===== src/rtl/fetch_pkg.sv =====
//==============================================================================
// Module      : fetch_pkg
// Description : Shared state encoding, default constants and helpers for the
//               instruction-fetch controller.
// Revision    : 1.0 - initial release
//==============================================================================
`default_nettype none

package fetch_pkg;

    typedef enum logic [1:0] {
        ST_IDLE   = 2'd0,
        ST_FETCH  = 2'd1,
        ST_HALTED = 2'd2
    } fetch_state_t;

    localparam logic [15:0] c_PC_INC_DEFAULT  = 16'd2;
    localparam logic [3:0]  c_HLT_OPC_DEFAULT = 4'hF;

    // Instructions are halfword aligned, so bit 0 of a redirect is dropped.
    function automatic logic [15:0] align_target(input logic [15:0] target);
        return target & ~16'd1;
    endfunction

endpackage

`default_nettype wire


===== src/rtl/fetch_buf.sv =====
//==============================================================================
// Module      : fetch_buf
// Description : One-entry instruction buffer between fetch and decode with
//               load, drain and flush controls (flush > load > drain).
// Revision    : 1.0 - initial release
//==============================================================================
`default_nettype none

module fetch_buf (
    input  logic        clk,
    input  logic        rst,
    input  logic        load,
    input  logic [15:0] load_data,
    input  logic        drain,
    input  logic        flush,
    output logic [15:0] data,
    output logic        valid
);

    logic [15:0] r_data;
    logic        r_valid;

    always_ff @(posedge clk or posedge rst) begin
        if (rst) begin
            r_data  <= 16'd0;
            r_valid <= 1'b0;
        end else if (flush) begin
            r_valid <= 1'b0;
        end else if (load) begin
            r_data  <= load_data;
            r_valid <= 1'b1;
        end else if (drain) begin
            r_valid <= 1'b0;
        end
    end

    assign data  = r_data;
    assign valid = r_valid;

endmodule

`default_nettype wire


===== src/rtl/fetch_ctrl.sv =====
//==============================================================================
// Module      : fetch_ctrl
// Description : Instruction-fetch controller: drives the PC register and the
//               instruction-memory handshake, handles redirects and halt.
// Revision    : 1.0 - initial release
//==============================================================================
`default_nettype none

module fetch_ctrl
    import fetch_pkg::*;
#(
    parameter logic [15:0] PC_INC  = c_PC_INC_DEFAULT,
    parameter logic [3:0]  HLT_OPC = c_HLT_OPC_DEFAULT
) (
    input  logic        clk,
    input  logic        rst,
    input  logic [15:0] pc,
    output logic [15:0] pc_next,
    output logic        pc_en,
    output logic        imem_req,
    output logic [15:0] imem_addr,
    input  logic        imem_ack,
    input  logic [15:0] imem_data,
    output logic [15:0] instr,
    output logic        instr_valid,
    input  logic        stall,
    input  logic        branch_taken,
    input  logic [15:0] branch_target
);

    fetch_state_t r_state;
    logic         r_pending;
    logic [15:0]  r_target;

    logic         w_in_fetch;
    logic         w_active;
    logic         w_drain;
    logic         w_req;
    logic         w_ack;
    logic         w_redir_en;
    logic [15:0]  w_redir_tgt;
    logic         w_load;
    logic         w_flush;
    logic         w_is_hlt;

    assign w_in_fetch = (r_state == ST_FETCH);
    assign w_active   = w_in_fetch || (r_state == ST_HALTED);
    assign w_drain    = instr_valid && !stall;

    // A request stays up until acked: once the buffer is empty it can only
    // refill through that ack, and a redirect flushes it rather than filling.
    assign w_req      = w_in_fetch && (!instr_valid || !stall);
    assign w_ack      = w_req && imem_ack;

    // A live branch beats a pending one; an ack carrying a redirect is wrong-path.
    assign w_redir_en  = (branch_taken && w_active && !w_req) ||
                         (w_ack && (branch_taken || r_pending));
    assign w_redir_tgt = branch_taken ? align_target(branch_target) : r_target;
    assign w_load      = w_ack && !branch_taken && !r_pending;
    assign w_flush     = branch_taken && w_active;
    assign w_is_hlt    = (imem_data[15:12] == HLT_OPC);

    always_comb begin
        pc_next = 16'd0;
        if (w_redir_en) begin
            pc_next = w_redir_tgt;
        end else if (w_load) begin
            pc_next = pc + PC_INC;
        end
    end

    assign pc_en     = w_redir_en || w_load;
    assign imem_req  = w_req;
    assign imem_addr = w_req ? pc : 16'd0;

    always_ff @(posedge clk or posedge rst) begin
        if (rst) begin
            r_state   <= ST_IDLE;
            r_pending <= 1'b0;
            r_target  <= 16'd0;
        end else begin
            if (w_ack) begin
                r_pending <= 1'b0;
            end else if (branch_taken && w_req) begin
                r_pending <= 1'b1;
                r_target  <= align_target(branch_target);
            end

            case (r_state)
                ST_IDLE: begin
                    r_state <= ST_FETCH;
                end
                ST_FETCH: begin
                    if (w_load && w_is_hlt) begin
                        r_state <= ST_HALTED;
                    end
                end
                ST_HALTED: begin
                    if (branch_taken) begin
                        r_state <= ST_FETCH;
                    end
                end
                default: begin
                    r_state <= ST_IDLE;
                end
            endcase
        end
    end

    fetch_buf u_buf (
        .clk       (clk),
        .rst       (rst),
        .load      (w_load),
        .load_data (imem_data),
        .drain     (w_drain),
        .flush     (w_flush),
        .data      (instr),
        .valid     (instr_valid)
    );

endmodule

`default_nettype wire


===== config.mk =====
export PLATFORM = sky130hd
export DESIGN_NAME = fetch_ctrl
export DESIGN_NICKNAME = d
export VERILOG_FILES = /design/src/rtl/fetch_pkg.sv /design/src/rtl/fetch_buf.sv /design/src/rtl/fetch_ctrl.sv
export SDC_FILE = /design/constraint.sdc
export NUM_CORES = 1
export LEC_CHECK = 0
export CORE_ASPECT_RATIO = 0.8
export CORE_UTILIZATION = 42
export CTS_BUF_LIST = sky130_fd_sc_hd__clkbuf_4 sky130_fd_sc_hd__clkbuf_8
export DETAILED_ROUTE_END_ITERATION = 8
export PLACE_DENSITY = 0.82
export SLEW_MARGIN = 20
export SYNTH_ARGS = -nofsm -noshare
export SYNTH_HDL_FRONTEND = slang
export SYNTH_HIERARCHICAL = 1
export SYNTH_SLANG_ARGS = --single-unit

===== constraint.sdc =====
create_clock -name clk -period 2.6 [get_ports clk]
set_clock_uncertainty 0.2 [all_clocks]
set_input_delay 0.52 -clock clk [delete_from_list [all_inputs] [get_ports clk]]
set_output_delay 0.52 -clock clk [all_outputs]
set_load 0.005 [all_outputs]

=== Word-level counts from Yosys, hierarchy flattened ===
Index checks and enable logic that the tools add are counted.
W data, S select, Z words.

* Bits in registers: 35
* Bits in latches: 0
* RAM bits: 0
* Bits in read-only memories: 0
* Input bits: 53
* Memories: 0

* Add/subtract/negate cells: 1
* Multiply operators: 0
* Div/mod/pow operators: 0
* Magnitude comparators: 0
* Equal/unequal tests: 5
* Shift-type cells: 0
* Mux-type cells: 12
* Bitwise gates (word level): 2
* Reductions and logical operators: 26

{| class="wikitable"
|+ Operator list
! kind !! number
|-
| $mux W16 || 4
|-
| $add A16 B2 Y16 const B || 1
|-
| $logic_and A1 B1 Y1 || 10
|-
| $pmux W2 S3 || 1
|-
| $reduce_and A2 Y1 || 3
|-
| $logic_not A1 Y1 || 5
|-
| $logic_or A1 B1 Y1 || 5
|-
| $mux W1 || 5
|-
| $eq A4 B4 Y1 const B || 1
|-
| $mux W2 || 2
|-
| $reduce_bool A3 Y1 || 1
|-
| $eq A2 B1 Y1 const B || 1
|-
| $eq A2 B2 Y1 const B || 1
|-
| $logic_not A2 Y1 || 1
|-
| $ne A2 B1 Y1 const B || 1
|-
| $ne A2 B2 Y1 const B || 1
|-
| $not A1 Y1 || 2
|-
| $reduce_bool A2 Y1 || 1
|}

=== Logic depth before layout (Yosys ltp) ===
* Depth in word-level cells: 9
* Mapped depth: 10
* Depth with buffers taken out: 7

=== Modules after synthesis ===
Netlist, hierarchy kept.

{| class="wikitable"
|+ Modules (own cells, without submodules)
! module !! times used !! cells an instance !! area an instance (µm²)
|-
| fetch_ctrl || 1 || 158 || 1506.4
|-
| fetch_buf || 1 || 40 || 706.9
|}

=== Worst setup path after synthesis ===
OpenSTA, ideal clock, no wires.

* Kind: register to register
* Start point: register r_state[1]
* End point: register u_buf.r_data[10], in the netlist u_buf/data[10]
* Setup time: 0.125 ns
* Arrival: 2.006 ns
* Data required time: 2.275 ns
* Setup slack: 0.269 ns
* Stages on the path, launching flop included: 11
* Buffers on the path: 3
* Period minus slack after synthesis: 2.331 ns
* Path through: dfrtp_1 inv_1 ha_1 a21boi_4 nand2_1 buf_2 inv_1 nor2b_4 buf_6 buf_12 mux2_4

* Longest elaborated chain between the ends: 6

{| class="wikitable"
|+ Ends and longest elaborated chain
! item !! line !! RTL
|-
| start, declared || fetch_ctrl.sv:31 || <nowiki>fetch_state_t r_state;</nowiki>
|-
| start signal, assigned || fetch_ctrl.sv:78 || <nowiki>r_state <= ST_IDLE;</nowiki>
|-
| start signal, assigned || fetch_ctrl.sv:91 || <nowiki>r_state <= ST_FETCH;</nowiki>
|-
| start signal, assigned || fetch_ctrl.sv:95 || <nowiki>r_state <= ST_HALTED;</nowiki>
|-
| $eq A2 B1 Y1 || fetch_ctrl.sv:46 || <nowiki>assign w_in_fetch = (r_state == ST_FETCH);</nowiki>
|-
| $logic_and A1 B1 Y1 || fetch_ctrl.sv:52 || <nowiki>assign w_req = w_in_fetch && (!instr_valid || !stall);</nowiki>
|-
| $logic_and A1 B1 Y1 || fetch_ctrl.sv:53 || <nowiki>assign w_ack = w_req && imem_ack;</nowiki>
|-
| $logic_and A1 B1 Y1 (2 in a row) || fetch_ctrl.sv:59 || <nowiki>assign w_load = w_ack && !branch_taken && !r_pending;</nowiki>
|-
| net w_load || fetch_ctrl.sv:42 || <nowiki>logic w_load;</nowiki>
|-
| $reduce_and A2 Y1 (no source line) || n/a ||
|-
| end signal, assigned || fetch_buf.sv:30 || <nowiki>r_data <= load_data;</nowiki>
|-
| end, declared || fetch_buf.sv:20 || <nowiki>logic [15:0] r_data;</nowiki>
|}

The timed path passes the listed nets, and every way through them passes these cells.
A chain may end at the register's enable or synchronous reset.

=== Worst setup path after layout ===
* Start point: input port pc[4]
* End point: output port pc_next[15]

* Longest elaborated chain between the ends: 3

{| class="wikitable"
|+ Ends and longest elaborated chain
! item !! line !! RTL
|-
| start, declared || fetch_ctrl.sv:17 || <nowiki>input logic [15:0] pc,</nowiki>
|-
| $add A16 B2 Y16 || fetch_ctrl.sv:68 || <nowiki>pc_next = pc + PC_INC;</nowiki>
|-
| $mux W16 || fetch_ctrl.sv:67 || <nowiki>end else if (w_load) begin</nowiki>
|-
| $mux W16 || fetch_ctrl.sv:65 || <nowiki>if (w_redir_en) begin</nowiki>
|-
| end, declared || fetch_ctrl.sv:18 || <nowiki>output logic [15:0] pc_next,</nowiki>
|}

Every way passes these cells.

==> results.ini <==
[run_status]
status=finished, violations left
failed_checks=negative setup slack

[grt]
grt_pass1_wl_um=11300
grt_pass1_vias=2267
grt_max_degree=19
grt_antenna_before_repair=0
overflow=0
grt_usage=0.267

[clocking]
cts_tree=done
clockRootBuffer=clkbuf_8
htree_num_levels=2
cts_buffers=5
clockBufferDepth=2
clkSinkCount=35
clk_pin_slew_worst_paths_ns=0.07
clk-insertion-delay-late_ns=0.29

[setup_path]
end_kind=primary output
cp_max_fo=5
arrival_ns=2.05
cp_data_required_time_ns=1.88
startpoint_type=primary input
critPathKind=primary input to primary output

[synth]
synth.top_cell.area_share=0.396
postSynthAreaPerCell_um2=11.2
netlist_area_mm2=0.00221
ys_types=38
synth_nets=256
yosysMostFrequentCell=dfrtp_1
ys.warnings.count=6
synth_area_leader_cell=dfrtp_1
ys_ff_latch=35
async_reset_ff_frac=1.00
synthTopCellsByArea=dfrtp_1, mux2_2, mux2_4, mux2i_1, and2_1
netlist_top_cells_count=dfrtp_1, mux2_2, and2_1
synth_ff_type=dfrtp_1
synth_seq_area_share=0.396
syn_inst=198
synth_edf_count=0

[timing]
whs_ns=0.307
setup_violations=19
period_needed_ns=2.77
finalHoldViolCount=0
fin_crit_sh=1.07
max_clock_freq_mhz=361
worst-slew-pin-transition_ns=0.654
rsz0062_at_grt=yes
setup_ws_ns=-0.171
maxSlewHeadroom=0.563
slew_viol_final=0

[detailed_routing]
drt-wirelength-per-cell_um=17.6
postRouteWirelength_um=7360
vias_per_cell=5.18
drc=0
drtIter0Drc=69
via_count=2170
ant_nets=0
dr.pass1.iters=4

[cells_and_area]
layout-drive-gt1-share=0.468
final_util=0.780
nNetsFinal=414
stdcell_count=419
area_delta_synth_final_pct=77.6
nFillCells=293
antenna_cells=0

[power_and_ir_drop]
seq_power_share=0.258
switching_share=0.329
share_comb_of_total_power=0.604
power_mw=3.75
pwr-share-clk=0.137
power.switching_mw=1.23
cellLeakagePower_nw=1.86
p_int_mw=2.52
ir_worst_vdd_v=0.000550
power-per-cell-area_mw_per_mm2=955

[floorplanning]
io-pin-count=104
initial_utilization=0.440
die_y_um=66.9
core-area_mm2=0.00504
dieArea_mm2=0.00557
rows=23
fp.dieW_um=83.2

[placement]
io_buffers=102
place_congestion=0.804
dp_slack_ns=-0.695
place_hpwl_um=4840
dp_cells=390

[min_path]
hold_path.class=register to register

[flow_run]
maxCapViolCount=0

==> power groups by stage <==
| stage | clock network [mW] | registers [mW] | logic, mW |
|---|---|---|---|
| after floorplan | 0 | 0.957 | 0.813 |
| after global placement | 0 | 0.944 | 1.91 |
| after detailed placement | 0 | 0.965 | 1.95 |
| after CTS | 0.520 | 0.961 | 2.13 |
| after global routing | 0.558 | 1.00 | 2.41 |
| final | 0.514 | 0.970 | 2.27 |
==> critical path, stage by stage <==
cell             delay (ns)
clkdlybuf4s15_2        0.24
and4_4                 0.25
buf_6                  0.11
nand3_1                0.12
or4_4                  0.55
o211ai_1               0.11
buf_2                  0.14
==> sequential cells by signal (all words and copies together) (netlist names) <==
signal       flops
r_pending        1
r_state          2
r_target        15
u_buf/data      16
u_buf/valid      1
==> metal layers <==
layer  GRT usage  vias up  wire length, um
met1       0.337     1061             3270
li1            -     1028                -
met3      0.0582        7              321
met4      0.0970        0               61
met5           0        -                0
met2       0.453       74             3710
==> final timing paths <==
| path | endpoint | from | cells after the start | slack, ns |
|---|---|---|---|---|
| worst max-delay path | pc_next[15] | pc[4] | 7 | -0.17 |
| worst min-delay path | r_target[9] | r_target[9] | 1 | 0.31 |
| worst max register to register | u_buf/data[10] | r_state[1] | 12 | 0.12 |
| worst min register to register | r_target[9] | r_target[9] | 1 | 0.31 |
| max in group asynchronous | u_buf/data[8] | rst | 2 | 1.33 |
| min in group asynchronous | r_target[3] | rst | 3 | 0.39 |
==> kinds of logic (layout without fill, tap and decap cells) <==
kind of cell,count (synthesis),after routing,synth area share
XOR/XNOR,10,10,0.0396
flip-flops,35,35,0.396
adder cells (fa/ha/maj),5,5,0.0283
AO/OA/AOI/OAI,27,27,0.0859
multiplexers,46,46,0.244
AND/OR/NAND/NOR,56,56,0.156
buffers and inverters,19,178,0.0509
==> what timing repair did <==
action / in CTS / in global routing
resized for setup: 144 / 36
setup buffers: 18 / 3
hold buffers: 0 / 0
pin swaps: 15 / 11
endpoints found under the setup margin: 34 / 27
endpoints found under the hold margin: 0 / 0
==> cells in the final DEF, fill, tap and decap left out, types with 7 or more instances in the layout <==
master | netlist | final
dfrtp_1 | 35 | 35
clkbuf_2 | 0 | 10
buf_6 | 2 | 8
mux2_2 | 23 | 23
buf_4 | 1 | 49
dlygate4sd2_1 | 0 | 16
nand3_1 | 8 | 7
o22ai_2 | 0 | 9
clkdlybuf4s50_1 | 0 | 53
buf_2 | 5 | 17
and2_1 | 19 | 16
mux2_4 | 10 | 10
xor2_1 | 8 | 8
mux2i_1 | 13 | 13
==> per-stage QoR <==
step | cell area (um^2) | setup TNS (ns)
floorplan | 2210 | 0
global placement | 3580 | -15.36
detailed placement | 3580 | -15.47
CTS | 3880 | -0.239
global route | 3930 | -2.51
finish | 3930 | -0.666
==> area by class of cell <==
class / count / area [um^2] / area share
Multi-Input combinational cell: 144 / 1410 / 0.359
Sequential cell: 35 / 876 / 0.223
Clock inverter: 2 / 35.0 / 0.00891
Timing Repair Buffer: 163 / 1410 / 0.359
Clock buffer: 6 / 82.6 / 0.0210
Tap cell: 62 / 77.6 / 0.0197
Inverter: 7 / 33.8 / 0.00860
(Power assumes the default switching activity.)
